<file path="config.mk">
export PLATFORM = sky130hd
export DESIGN_NAME = simple_timer
export DESIGN_NICKNAME = d
export VERILOG_FILES = /design/src/rtl/urv_periph_pkg.sv /design/src/rtl/timer_prescaler.sv /design/src/rtl/simple_timer.sv
export SDC_FILE = /design/constraint.sdc
export NUM_CORES = 1
export LEC_CHECK = 0
export ABC_AREA = 1
export ABC_CLOCK_PERIOD_IN_PS = 4250
export BUFFER_PORTS_ARGS = -buffer_cell sky130_fd_sc_hd__clkbuf_2
export CORE_UTILIZATION = 50
export CTS_CLUSTER_DIAMETER = 150
export DETAILED_ROUTE_END_ITERATION = 16
export PLACE_DENSITY = 0.69
export SETUP_SLACK_MARGIN = 0.02
export SYNTH_ARGS = -nofsm -noshare
export SYNTH_HDL_FRONTEND = slang
export SYNTH_SLANG_ARGS = --single-unit
</file>
<file path="constraint.sdc">
create_clock -name clk_i -period 4.25 [get_ports clk_i]
set_input_delay 0.425 -clock clk_i [delete_from_list [all_inputs] [get_ports clk_i]]
set_output_delay 0.425 -clock clk_i [all_outputs]
set_load 0.01 [all_outputs]
</file>
<file path="src/rtl/urv_periph_pkg.sv">
// ----------------------------------------------------------------------------
// urv_periph_pkg
// Definitions shared by the data-bus peripherals: register indices, CTRL bit
// positions, the bus request payload and a CTRL read-word helper for the timer.
// ----------------------------------------------------------------------------
package urv_periph_pkg;

    // Bus geometry
    localparam int unsigned BUS_DATA_W  = 32;
    localparam int unsigned TMR_ADDR_W  = 2;

    // Upper address bits that select the timer window in the top-level decoder
    localparam logic [15:0] TMR_BASE_HI = 16'h1002;

    // Timer register indices (bus address bits [3:2])
    localparam logic [TMR_ADDR_W-1:0] TMR_CTRL     = 2'd0;
    localparam logic [TMR_ADDR_W-1:0] TMR_PRESCALE = 2'd1;
    localparam logic [TMR_ADDR_W-1:0] TMR_COUNT    = 2'd2;
    localparam logic [TMR_ADDR_W-1:0] TMR_COMPARE  = 2'd3;

    // CTRL bit positions
    localparam int unsigned EN_BIT = 0;
    localparam int unsigned AR_BIT = 1;
    localparam int unsigned IE_BIT = 2;
    localparam int unsigned MF_BIT = 8;

    // Slave-side view of one bus access
    typedef struct packed {
        logic                  sel;
        logic                  we;
        logic [TMR_ADDR_W-1:0] addr;
        logic [BUS_DATA_W-1:0] wdata;
    } tmr_req_t;

    // Writable CTRL fields
    typedef struct packed {
        logic irq_en;
        logic auto_reload;
        logic en;
    } tmr_ctrl_t;

    // Assemble the CTRL read word; unimplemented bits read as zero
    function automatic logic [BUS_DATA_W-1:0] tmr_ctrl_word(input tmr_ctrl_t c,
                                                            input logic      mf);
        logic [BUS_DATA_W-1:0] w;
        w         = '0;
        w[EN_BIT] = c.en;
        w[AR_BIT] = c.auto_reload;
        w[IE_BIT] = c.irq_en;
        w[MF_BIT] = mf;
        return w;
    endfunction

endpackage

</file>
<file path="src/rtl/timer_prescaler.sv">
// ----------------------------------------------------------------------------
// timer_prescaler
// Divides the system clock by (div + 1) and emits a one-cycle tick.
//   clk_i  in   system clock
//   rst_i  in   asynchronous active-low reset
//   en     in   count enable; the internal counter holds 0 while low
//   div    in   divide value; tick fires when the counter equals div
//   clr    in   restart the division from 0 (register write in the parent)
//   tick   out  high for the cycle in which the counter equals div
// ----------------------------------------------------------------------------
module timer_prescaler #(
    parameter int unsigned PRESCALE_W = 16
) (
    input  logic                  clk_i,
    input  logic                  rst_i,
    input  logic                  en,
    input  logic [PRESCALE_W-1:0] div,
    input  logic                  clr,
    output logic                  tick
);

    logic [PRESCALE_W-1:0] pre_cnt;

    // Tick is decoded from the current count so the counter edge that wraps
    // to 0 is the same edge at which the parent consumes the tick.
    assign tick = en && (pre_cnt == div);

    // Prescale counter
    always_ff @(posedge clk_i or negedge rst_i) begin
        if (!rst_i) begin
            pre_cnt <= '0;
        end else if (clr || !en || tick) begin
            pre_cnt <= '0;
        end else begin
            pre_cnt <= pre_cnt + PRESCALE_W'(1);
        end
    end

endmodule

</file>
<file path="src/rtl/simple_timer.sv">
// ----------------------------------------------------------------------------
// simple_timer
// Memory-mapped 32-bit timer/compare slave with prescaler, optional
// auto-reload and a level compare-match interrupt.
//   clk_i   in   system clock
//   rst_i   in   asynchronous active-low reset
//   sel_i   in   slave select from the address decoder
//   addr_i  in   word index: 0 CTRL, 1 PRESCALE, 2 COUNT, 3 COMPARE
//   we_i    in   write strobe (qualified by sel_i)
//   data_i  in   write data
//   data_o  out  registered read data, valid the cycle after a read access
//   irq_o   out  level interrupt, match_flag && irq_en
// ----------------------------------------------------------------------------
module simple_timer
    import urv_periph_pkg::*;
#(
    parameter int unsigned PRESCALE_W    = 16,
    parameter logic [31:0] RESET_COMPARE = 32'hFFFF_FFFF
) (
    input  logic        clk_i,
    input  logic        rst_i,
    input  logic        sel_i,
    input  logic [1:0]  addr_i,
    input  logic        we_i,
    input  logic [31:0] data_i,
    output logic [31:0] data_o,
    output logic        irq_o
);

    tmr_req_t              req;
    tmr_ctrl_t             ctrl;
    logic                  match_flag;
    logic [PRESCALE_W-1:0] prescale;
    logic [31:0]           count;
    logic [31:0]           compare;

    logic                  wr_c;
    logic                  rd_c;
    logic                  wr_ctrl_c;
    logic                  wr_pre_c;
    logic                  wr_count_c;
    logic                  wr_cmp_c;
    logic                  tick;
    logic                  match_c;
    logic                  flag_nxt_c;
    logic [31:0]           count_nxt_c;
    logic [31:0]           rdata_c;

    // Bundle the bus access
    assign req = '{sel: sel_i, we: we_i, addr: addr_i, wdata: data_i};

    // Access decode
    assign wr_c       = req.sel && req.we;
    assign rd_c       = req.sel && !req.we;
    assign wr_ctrl_c  = wr_c && (req.addr == TMR_CTRL);
    assign wr_pre_c   = wr_c && (req.addr == TMR_PRESCALE);
    assign wr_count_c = wr_c && (req.addr == TMR_COUNT);
    assign wr_cmp_c   = wr_c && (req.addr == TMR_COMPARE);

    // Prescaler restarts on any CTRL or PRESCALE write
    timer_prescaler #(
        .PRESCALE_W (PRESCALE_W)
    ) u_prescaler (
        .clk_i (clk_i),
        .rst_i (rst_i),
        .en    (ctrl.en),
        .div   (prescale),
        .clr   (wr_ctrl_c || wr_pre_c),
        .tick  (tick)
    );

    // Counter next value; a bus write to COUNT pre-empts the tick entirely,
    // including the match evaluation.
    always_comb begin
        count_nxt_c = count;
        match_c     = 1'b0;
        if (wr_count_c) begin
            count_nxt_c = req.wdata;
        end else if (tick) begin
            if (count == compare) begin
                match_c     = 1'b1;
                count_nxt_c = ctrl.auto_reload ? 32'd0 : count + 32'd1;
            end else begin
                count_nxt_c = count + 32'd1;
            end
        end
    end

    // Match flag: a new match beats a same-cycle write-1-to-clear
    always_comb begin
        flag_nxt_c = match_flag;
        if (match_c) begin
            flag_nxt_c = 1'b1;
        end else if (wr_ctrl_c && req.wdata[MF_BIT]) begin
            flag_nxt_c = 1'b0;
        end
    end

    // Register file
    always_ff @(posedge clk_i or negedge rst_i) begin
        if (!rst_i) begin
            ctrl       <= '0;
            prescale   <= '0;
            count      <= '0;
            compare    <= RESET_COMPARE;
            match_flag <= 1'b0;
        end else begin
            if (wr_ctrl_c) begin
                ctrl <= '{irq_en:      req.wdata[IE_BIT],
                          auto_reload: req.wdata[AR_BIT],
                          en:          req.wdata[EN_BIT]};
            end
            if (wr_pre_c) begin
                prescale <= req.wdata[PRESCALE_W-1:0];
            end
            if (wr_cmp_c) begin
                compare <= req.wdata;
            end
            count      <= count_nxt_c;
            match_flag <= flag_nxt_c;
        end
    end

    // Read mux
    always_comb begin
        rdata_c = '0;
        case (req.addr)
            TMR_CTRL:     rdata_c = tmr_ctrl_word(ctrl, match_flag);
            TMR_PRESCALE: rdata_c = 32'(prescale);
            TMR_COUNT:    rdata_c = count;
            TMR_COMPARE:  rdata_c = compare;
            default:      rdata_c = '0;
        endcase
    end

    // Read data register; holds while not read
    always_ff @(posedge clk_i or negedge rst_i) begin
        if (!rst_i) begin
            data_o <= '0;
        end else if (rd_c) begin
            data_o <= rdata_c;
        end
    end

    // Level interrupt straight from the flag so it follows the match edge
    assign irq_o = match_flag && ctrl.irq_en;

endmodule

</file>
==> results of run 1 <==
## layout make-up
| class | instances | area (sq um) |
|---|---|---|
| Fill cell | 1464 | 6380 |
| Multi-Input combinational cell | 773 | 3670 |
| Sequential cell | 132 | 3343 |
| Inverter | 142 | 533.0 |
| Clock buffer | 20 | 446.7 |
| Timing Repair Buffer | 81 | 439.2 |
| Tap cell | 188 | 235.2 |
| Clock inverter | 12 | 155.1 |
## state kept, by name, summed over array words and instances (netlist names)
register / cells
compare: 32
count: 32
ctrl: 3
data_o: 32
match_flag: 1
prescale: 16
u_prescaler.pre_cnt: 16
## cell families (layout without fill, tap and decap cells)
kind of cell,Yosys count,in the layout
adders and majority gates,2,2
AOI/OAI and AO/OA,128,128
xor gates and xnor gates,43,43
DFF,132,132
muxes,2,2
and+or+nand+nor,598,598
buffers and inverters,190,255
## layer usage
metal / wire length, microns / track usage [%]
met5: 0 / 0
met1: 10390 / 42.64
met4: 437 / 9.072
met2: 9156 / 41.47
met3: 1280 / 4.639
## worst max-delay path: stages (launching register included)
cell and delay (ps):
dfrtp_1 420, inv_1 180, nand2_1 80, nand2_1 70, nand3_1 70, nor2_1 250, nand3_4 460, nand2_4 510
nand4_1 150, nand2_1 100
## cells in the final DEF (no fill, tap or decap), types with 22 or more instances in the layout
master,count
inv_1,138
clkbuf_2,69
nand3_1,59
dfrtp_1,100
xor2_1,22
nand4_1,37
nand2_1,364
nor2_1,97
dfstp_2,32
o21ai_0,77
nor3_1,26
## how the worst max path moves through the flow
stage / startpoint / end / slack, ps / cells past startpoint
floorplan: count[0] / count[30] / 2660 / 10
global placement: addr_i[1] / count[7] / 1730 / 12
detailed placement: addr_i[1] / count[9] / 1630 / 12
CTS: u_prescaler.pre_cnt[4] / count[26] / 1940 / 9
global route: u_prescaler.pre_cnt[4] / count[17] / 1680 / 9
finish: u_prescaler.pre_cnt[4] / count[9] / 1880 / 9
## where the power goes
| group | total, mW | internal, mW | switching, mW |
|---|---|---|---|
| registers | 1.89 | 1.56 | 0.329 |
| logic | 1.14 | 0.440 | 0.696 |
| clock network | 1.49 | 0.938 | 0.554 |
| total | 4.52 | 2.94 | 1.58 |
## per-stage QoR
step,cells,worst slack [ps]
global route,1348,1680
detailed placement,1316,1627
CTS,1348,1938
finish,1348,1879
floorplan,1095,2661
global placement,1316,1728
==> reports/metrics.csv, run 1 <==
stage,metric,value,unit
global_route,initial antenna violation count,0,
timing,Setup TNS,0,ps
drt,total number of vias,7206,
placed_design,port bufs,70,
timing,Max Fclk,0.4217,GHz
yosys,Post-synth EDFFs,0,
timing,Worst Skew,9.195,ps
timing,Slew Limit Fails,0,
critical_path,critical-path maximum fanout,35,
yosys,Seq cells post-synth,132,
power_and_ir_drop,PwrDens,512.2,nW/um^2
yosys,synth top area cells,"dfrtp_1, nand2_1, dfstp_2, inv_1, o21ai_0",
yosys,Synth top area share,32.23,%
final_layout,post-layout util,58.03,%
yosys,Mapped Area,7765,sq um
drt,First-pass DRT Iterations,5,
yosys,Ys Warns,0,
yosys,Synth Area in Compound Gates,9.024,%
floorplan,die area,16030,sq um
floorplan,die height,126.6,microns
yosys,multiplexer share of the synthesized area,0.2900,%
timing,crit path time final,2371,ps
cts,clock-pin slew on the worst setup and hold paths,60,ps
floorplan,# IOs,71,
cts,clk_lat worst skew,420,ps
drt,Vias/cell,5.346,
cts,CTS Root Buffer Type,clkbuf_16,
cts,Sink Count,132,
final_layout,n_diodes,0,
yosys,post-synthesis sequential area ratio,43.06,%
placed_design,Area after DPL,8220,sq um
critical_path,worst r2r dst,count[9],
cts,H-Tree Depth,4,
floorplan,core area,15200,sq um
critical_path,kind of critical path,flip-flop to flip-flop,
yosys,Netlist cell types,36,
yosys,top-count cell post-synth,nand2_1,
drt,antenna-violating nets left,0,
global_route,vias in the first global route,6572,
power_and_ir_drop,Final Total Pwr,4.519,mW
yosys,Adder-Cell Fraction of Synth Area,0.3223,%
cts,Setup Buffers After CTS,0,
critical_path,Arrival @ worst endpoint,2720,ps
critical_path,Reg2Reg Depth,9,
global_route,first-pass GRT wire length,34850,microns
critical_path,flop2flop setup slack,1880,ps
cts,Num CTS Buffers,17,
timing,RSZ-0062 raised after global routing,false,
yosys,simple-gate share of the synthesized area,32.68,%
power_and_ir_drop,peak supply drop,0.0002811,V
global_route,Overflow after GRT,0,
yosys,syn avg cell area,7.091,sq um
floorplan,Chip Width,126.6,microns
critical_path,WP data required,4600,ps
power_and_ir_drop,leak pwr,4.292,nW
yosys,largest family of logic cells by synthesized area,simple AND/OR/NAND/NOR gates,
flow_run,maxcap violations,0,
critical_path,startpoint types,flip-flop,
floorplan,FP Rows,45,
yosys,cells after synthesis,1095,
floorplan,Initial Utilization,51.08,%
cts,Longest Clk Path Bufs,2,
critical_path,CP endpoint kind,flip-flop,
drt,average wire per standard cell,15.78,microns
final_layout,Layout Area Growth over Synthesis,13.62,%
yosys,largest area contributor in the netlist,dfrtp_1,
timing,slew of the pin with the lowest slew margin,947.8,ps
yosys,Syn Nets,1135,
drt,DRC,0,
global_route,pin count of the biggest net entering global routing,100,
cts,# resized after CTS,0,
final_layout,Nets,1187,
cts,hold buffers post-CTS,0,
yosys,Commonest cells post-synth,"nand2_1, inv_1, dfrtp_1",
global_route,GRT Resource Usage Total,28.32,%
outcome,status,finished clean,
placed_design,HPWL Detailed,15550,microns
yosys,xor and xnor area share after synthesis,4.850,%
min_path,HP Class,input port to async pin,
drt,initial DRC count,459,
yosys,main flop type after synthesis,dfrtp_1,
final_layout,post-route cell area,8822,sq um
placed_design,GPL Wtd Cong,0.9438,
final_layout,layout cells sized above 1,13.88,%
timing,final-report hold violation count,0,
timing,Hold WS,44.82,ps
timing,Final period util,55.79,%
critical_path,FF-to-FF Start,u_prescaler.pre_cnt[4],
yosys,asr flop ratio synth,100.0,%
cts,CTS tree,yes,
timing,# setup viols final,0,
drt,final WL,21270,microns
timing,Slew HR,36.81,%
Power figures use the tool's default switching activity.
==> run 2, diff against run 1 <==
--- a/config.mk
+++ b/config.mk
@@ -5,8 +5,8 @@
 export SDC_FILE = /design/constraint.sdc
 export NUM_CORES = 1
 export LEC_CHECK = 0
-export ABC_AREA = 1
-export ABC_CLOCK_PERIOD_IN_PS = 4250
+export ABC_AREA = 0
+export ABC_CLOCK_PERIOD_IN_PS = 2300
 export BUFFER_PORTS_ARGS = -buffer_cell sky130_fd_sc_hd__clkbuf_2
 export CORE_UTILIZATION = 50
 export CTS_CLUSTER_DIAMETER = 150
==> constraint.sdc (replaced) <==
create_clock -name clk_i -period 2.3 [get_ports clk_i]
set_input_delay 0.23 -clock clk_i [delete_from_list [all_inputs] [get_ports clk_i]]
set_output_delay 0.23 -clock clk_i [all_outputs]
set_load 0.01 [all_outputs]
==> run 2 against run 1 <==
  * Design area is essentially flat
  * Largest power group unchanged
  * Worst setup slack worse by 1800 ps
  * Worst hold slack lost 8.7 ps
  * Register-to-register slack worse by 1800 ps
  * Global-route usage grew 1.2 points
  * Clock-buffer cell count did not move
  * Die area fell by 7.1%
  * First-iteration DRC count increased by 19%
  * Highest routed layer unchanged
  * Critical endpoint is now count[23]
  * Maximum frequency up 4.6%
  * Clock skew is 1.4 ps higher
  * Sequential share of layout area about the same
==> reports/metrics.csv, run 2 <==
stage,metric,value,unit
cts,Sink Count,132,
timing,# setup viols final,0,
yosys,cells after synthesis,714,
global_route,GRT met3 Usage,6.133,%
drt,antenna-violating nets left,0,
floorplan,# IOs,71,
yosys,synth top area cells,"dfrtp_1, dfstp_2, mux2_2, xnor2_1, nand2_1",
global_route,routing usage on met2,48.45,%
critical_path,slowest cell delay on critical path,570,ps
critical_path,CP endpoint kind,flip-flop,
cts,clk_lat worst skew,430,ps
drt,final WL,21030,microns
final_layout,layout cells sized above 1,35.72,%
timing,Max Fclk,0.4413,GHz
critical_path,Reg2Reg Depth,8,
final_layout,Layout Area Growth over Synthesis,22.58,%
min_path,worst hold path cell count,3,
final_layout,post-route cell area,8831,sq um
placed_design,port bufs,70,
critical_path,"delay-heaviest family, CP",simple AND/OR/NAND/NOR gates,
min_path,HP Class,input port to flip-flop,
yosys,syn avg cell area,10.09,sq um
placed_design,Cell Count Post-Placement,964,
flow_run,maxcap violations,0,
global_route,pin count of the biggest net entering global routing,49,
critical_path,critical-path maximum fanout,7,
global_route,"Most Used Layer, Global Route",met2,
yosys,largest area contributor in the netlist,dfrtp_1,
min_path,hold_sp,data_i[20],
yosys,Ys Warns,0,
drt,First-pass DRT Iterations,6,
placed_design,GPL Wtd Cong,0.9180,
floorplan,Initial Utilization,51.50,%
global_route,initial antenna violation count,0,
cts,Longest Clk Path Bufs,2,
critical_path,kind of critical path,flip-flop to flip-flop,
yosys,Mapped Area,7204,sq um
outcome,status,finished clean,
floorplan,FP Rows,43,
final_layout,"commonest non-fill, non-tap cells in the layout","dfrtp_1, nand2_1, clkbuf_2",
critical_path,FF-to-FF Start,compare[30],
cts,clock-pin slew on the worst setup and hold paths,60,ps
global_route,GR Util met1,37.28,%
min_path,hold endpoint,count[20],
placed_design,Area after DPL,8041,sq um
yosys,post-synthesis sequential area ratio,46.41,%
global_route,Overflow after GRT,0,
floorplan,Chip Width,122.0,microns
final_layout,post-layout util,63.13,%
final_layout,Nets,850,
timing,Slew HR,19.68,%
cts,Num CTS Buffers,17,
critical_path,WP data required,2600,ps
drt,average wire per standard cell,20.97,microns
critical_path,Slowest cell on crit path,dfstp_2,
power_and_ir_drop,peak supply drop,0.0005629,V
drt,DRC,0,
timing,crit path time final,2266,ps
floorplan,die height,122.0,microns
drt,Vias/cell,6.188,
placed_design,HPWL Detailed,14630,microns
floorplan,core area,13990,sq um
yosys,Post-synth EDFFs,0,
yosys,Netlist cell types,50,
timing,Final period util,98.52,%
final_layout,"most common cell after layout, fill and taps aside",dfrtp_1,
drt,initial DRC count,545,
cts,CTS tree,yes,
timing,Worst Skew,10.60,ps
timing,slew of the pin with the lowest slew margin,1202,ps
global_route,first-pass GRT wire length,32730,microns
yosys,main flop type after synthesis,dfrtp_1,
final_layout,Finished Layout Cells,1003,
drt,total number of vias,6207,
critical_path,crit path cell chain,xnor2_2 > nand4_1 > nor4_4 > nand3_2 > buf_6 > clkbuf_16 > a32oi_1 > o21ai_1,
global_route,GRT Resource Usage Total,29.56,%
cts,CTS Root Buffer Type,clkbuf_16,
global_route,vias in the first global route,6045,
yosys,top-count cell post-synth,dfrtp_1,
timing,Slew Limit Fails,0,
yosys,Commonest cells post-synth,"dfrtp_1, nand2_1, mux2_2",
yosys,Syn Nets,754,
floorplan,die area,14890,sq um
timing,final-report hold violation count,0,
critical_path,worst r2r dst,count[23],
final_layout,top flop regs,"compare x32, count x32, data_o x32",
critical_path,Arrival @ worst endpoint,2570,ps
yosys,Seq cells post-synth,132,
critical_path,startpoint types,flip-flop,
timing,RSZ-0062 raised after global routing,true,
critical_path,flop2flop setup slack,30,ps
yosys,asr flop ratio synth,100.0,%
final_layout,n_diodes,0,
power_and_ir_drop,PwrDens,864.4,nW/um^2
yosys,Synth top area share,34.73,%
cts,H-Tree Depth,4,
critical_path,crit path buf inv count,2,
power_and_ir_drop,leak pwr,3.719,nW
## run 2: cell count changes in the layout (fill, tap and decap cells not counted), moves of 13 or more
cell	previous run	this run
buf_4	11	49
a32oi_1	0	15
nor2_1	97	46
nand4_1	37	19
nand3_1	59	22
mux2i_1	0	16
mux2_2	2	67
o21ai_0	77	37
nand2_1	364	74
xnor2_1	21	36
a22oi_1	0	13
inv_1	138	4
## run 2: area by class of cell
cell class | instances | area [sq um]
Sequential cell | 132 | 3347
Inverter | 4 | 15.01
Tap cell | 180 | 225.2
Fill cell | 1186 | 5157
Multi-Input combinational cell | 526 | 3740
Timing Repair Buffer | 129 | 915.9
Clock buffer | 20 | 456.7
Clock inverter | 12 | 131.4
## run 2: report_power, final
part           switching (mW)  leakage [nW]  internal, mW
clock                    1.06         0.278          1.65
combinational           0.867          1.87         0.811
sequential              0.426          1.57          2.82
## run 2: worst max path at each step
stage	to	from	cells past startpoint	slack (ps)
floorplan	count[30]	count[17]	8	190
detailed placement	count[25]	count[9]	6	70
finish	count[23]	compare[30]	8	30
global route	count[7]	compare[30]	7	-30
global placement	count[24]	count[9]	6	80
CTS	count[31]	compare[20]	7	10
## run 2: worst reg2reg max path, cell delays in order (launching register included)
cell and delay [ps]:
dfstp_2 570, xnor2_2 150, nand4_1 220, nor4_4 390
nand3_2 200, buf_6 190, clkbuf_16 150, a32oi_1 180
o21ai_1 100
## run 2: repair_timing
| item | CTS | global route |
|---|---|---|
| pin swaps | 3 | 5 |
| setup buffers | 0 | 4 |
| cloned | 0 | 2 |
| endpoints found under the hold margin | 34 | 0 |
| setup endpoints to repair | 2 | 27 |
| gates resized for setup | 1 | 21 |
| hold buffers | 1 | 0 |
## run 2: metrics by stage
stage | power [mW] | setup WS, ps | hold slack (ps) | setup TNS [ps]
after global routing | 7.959 | -32.42 | 44.97 | -174.1
after CTS | 7.607 | 10.79 | 25.01 | 0
after floorplan | 4.159 | 193.6 | -65.59 | 0
final | 7.633 | 34.02 | 36.11 | 0
after detailed placement | 4.883 | 69.08 | 303.9 | 0
after global placement | 4.816 | 75.41 | 292.8 | 0
## run 2: cells by family (layout without fill, tap and decap cells)
family	count (synthesis)	in the layout	share of synthesized area, %
DFF	132	132	46.41
buffers and inverters	56	165	3.178
and+or+nand+nor	241	241	16.97
muxes	87	87	13.95
AOI/OAI and AO/OA	134	134	11.62
xor gates and xnor gates	62	62	7.537
adders and majority gates	2	2	0.3473
## run 2: per-layer routing
metal | part of all wire [%] | vias up
met5 | 0 | -
met4 | 2.6 | 0
met3 | 6.1 | 51
met2 | 50 | 266
met1 | 41 | 3103
li1 | - | 2787
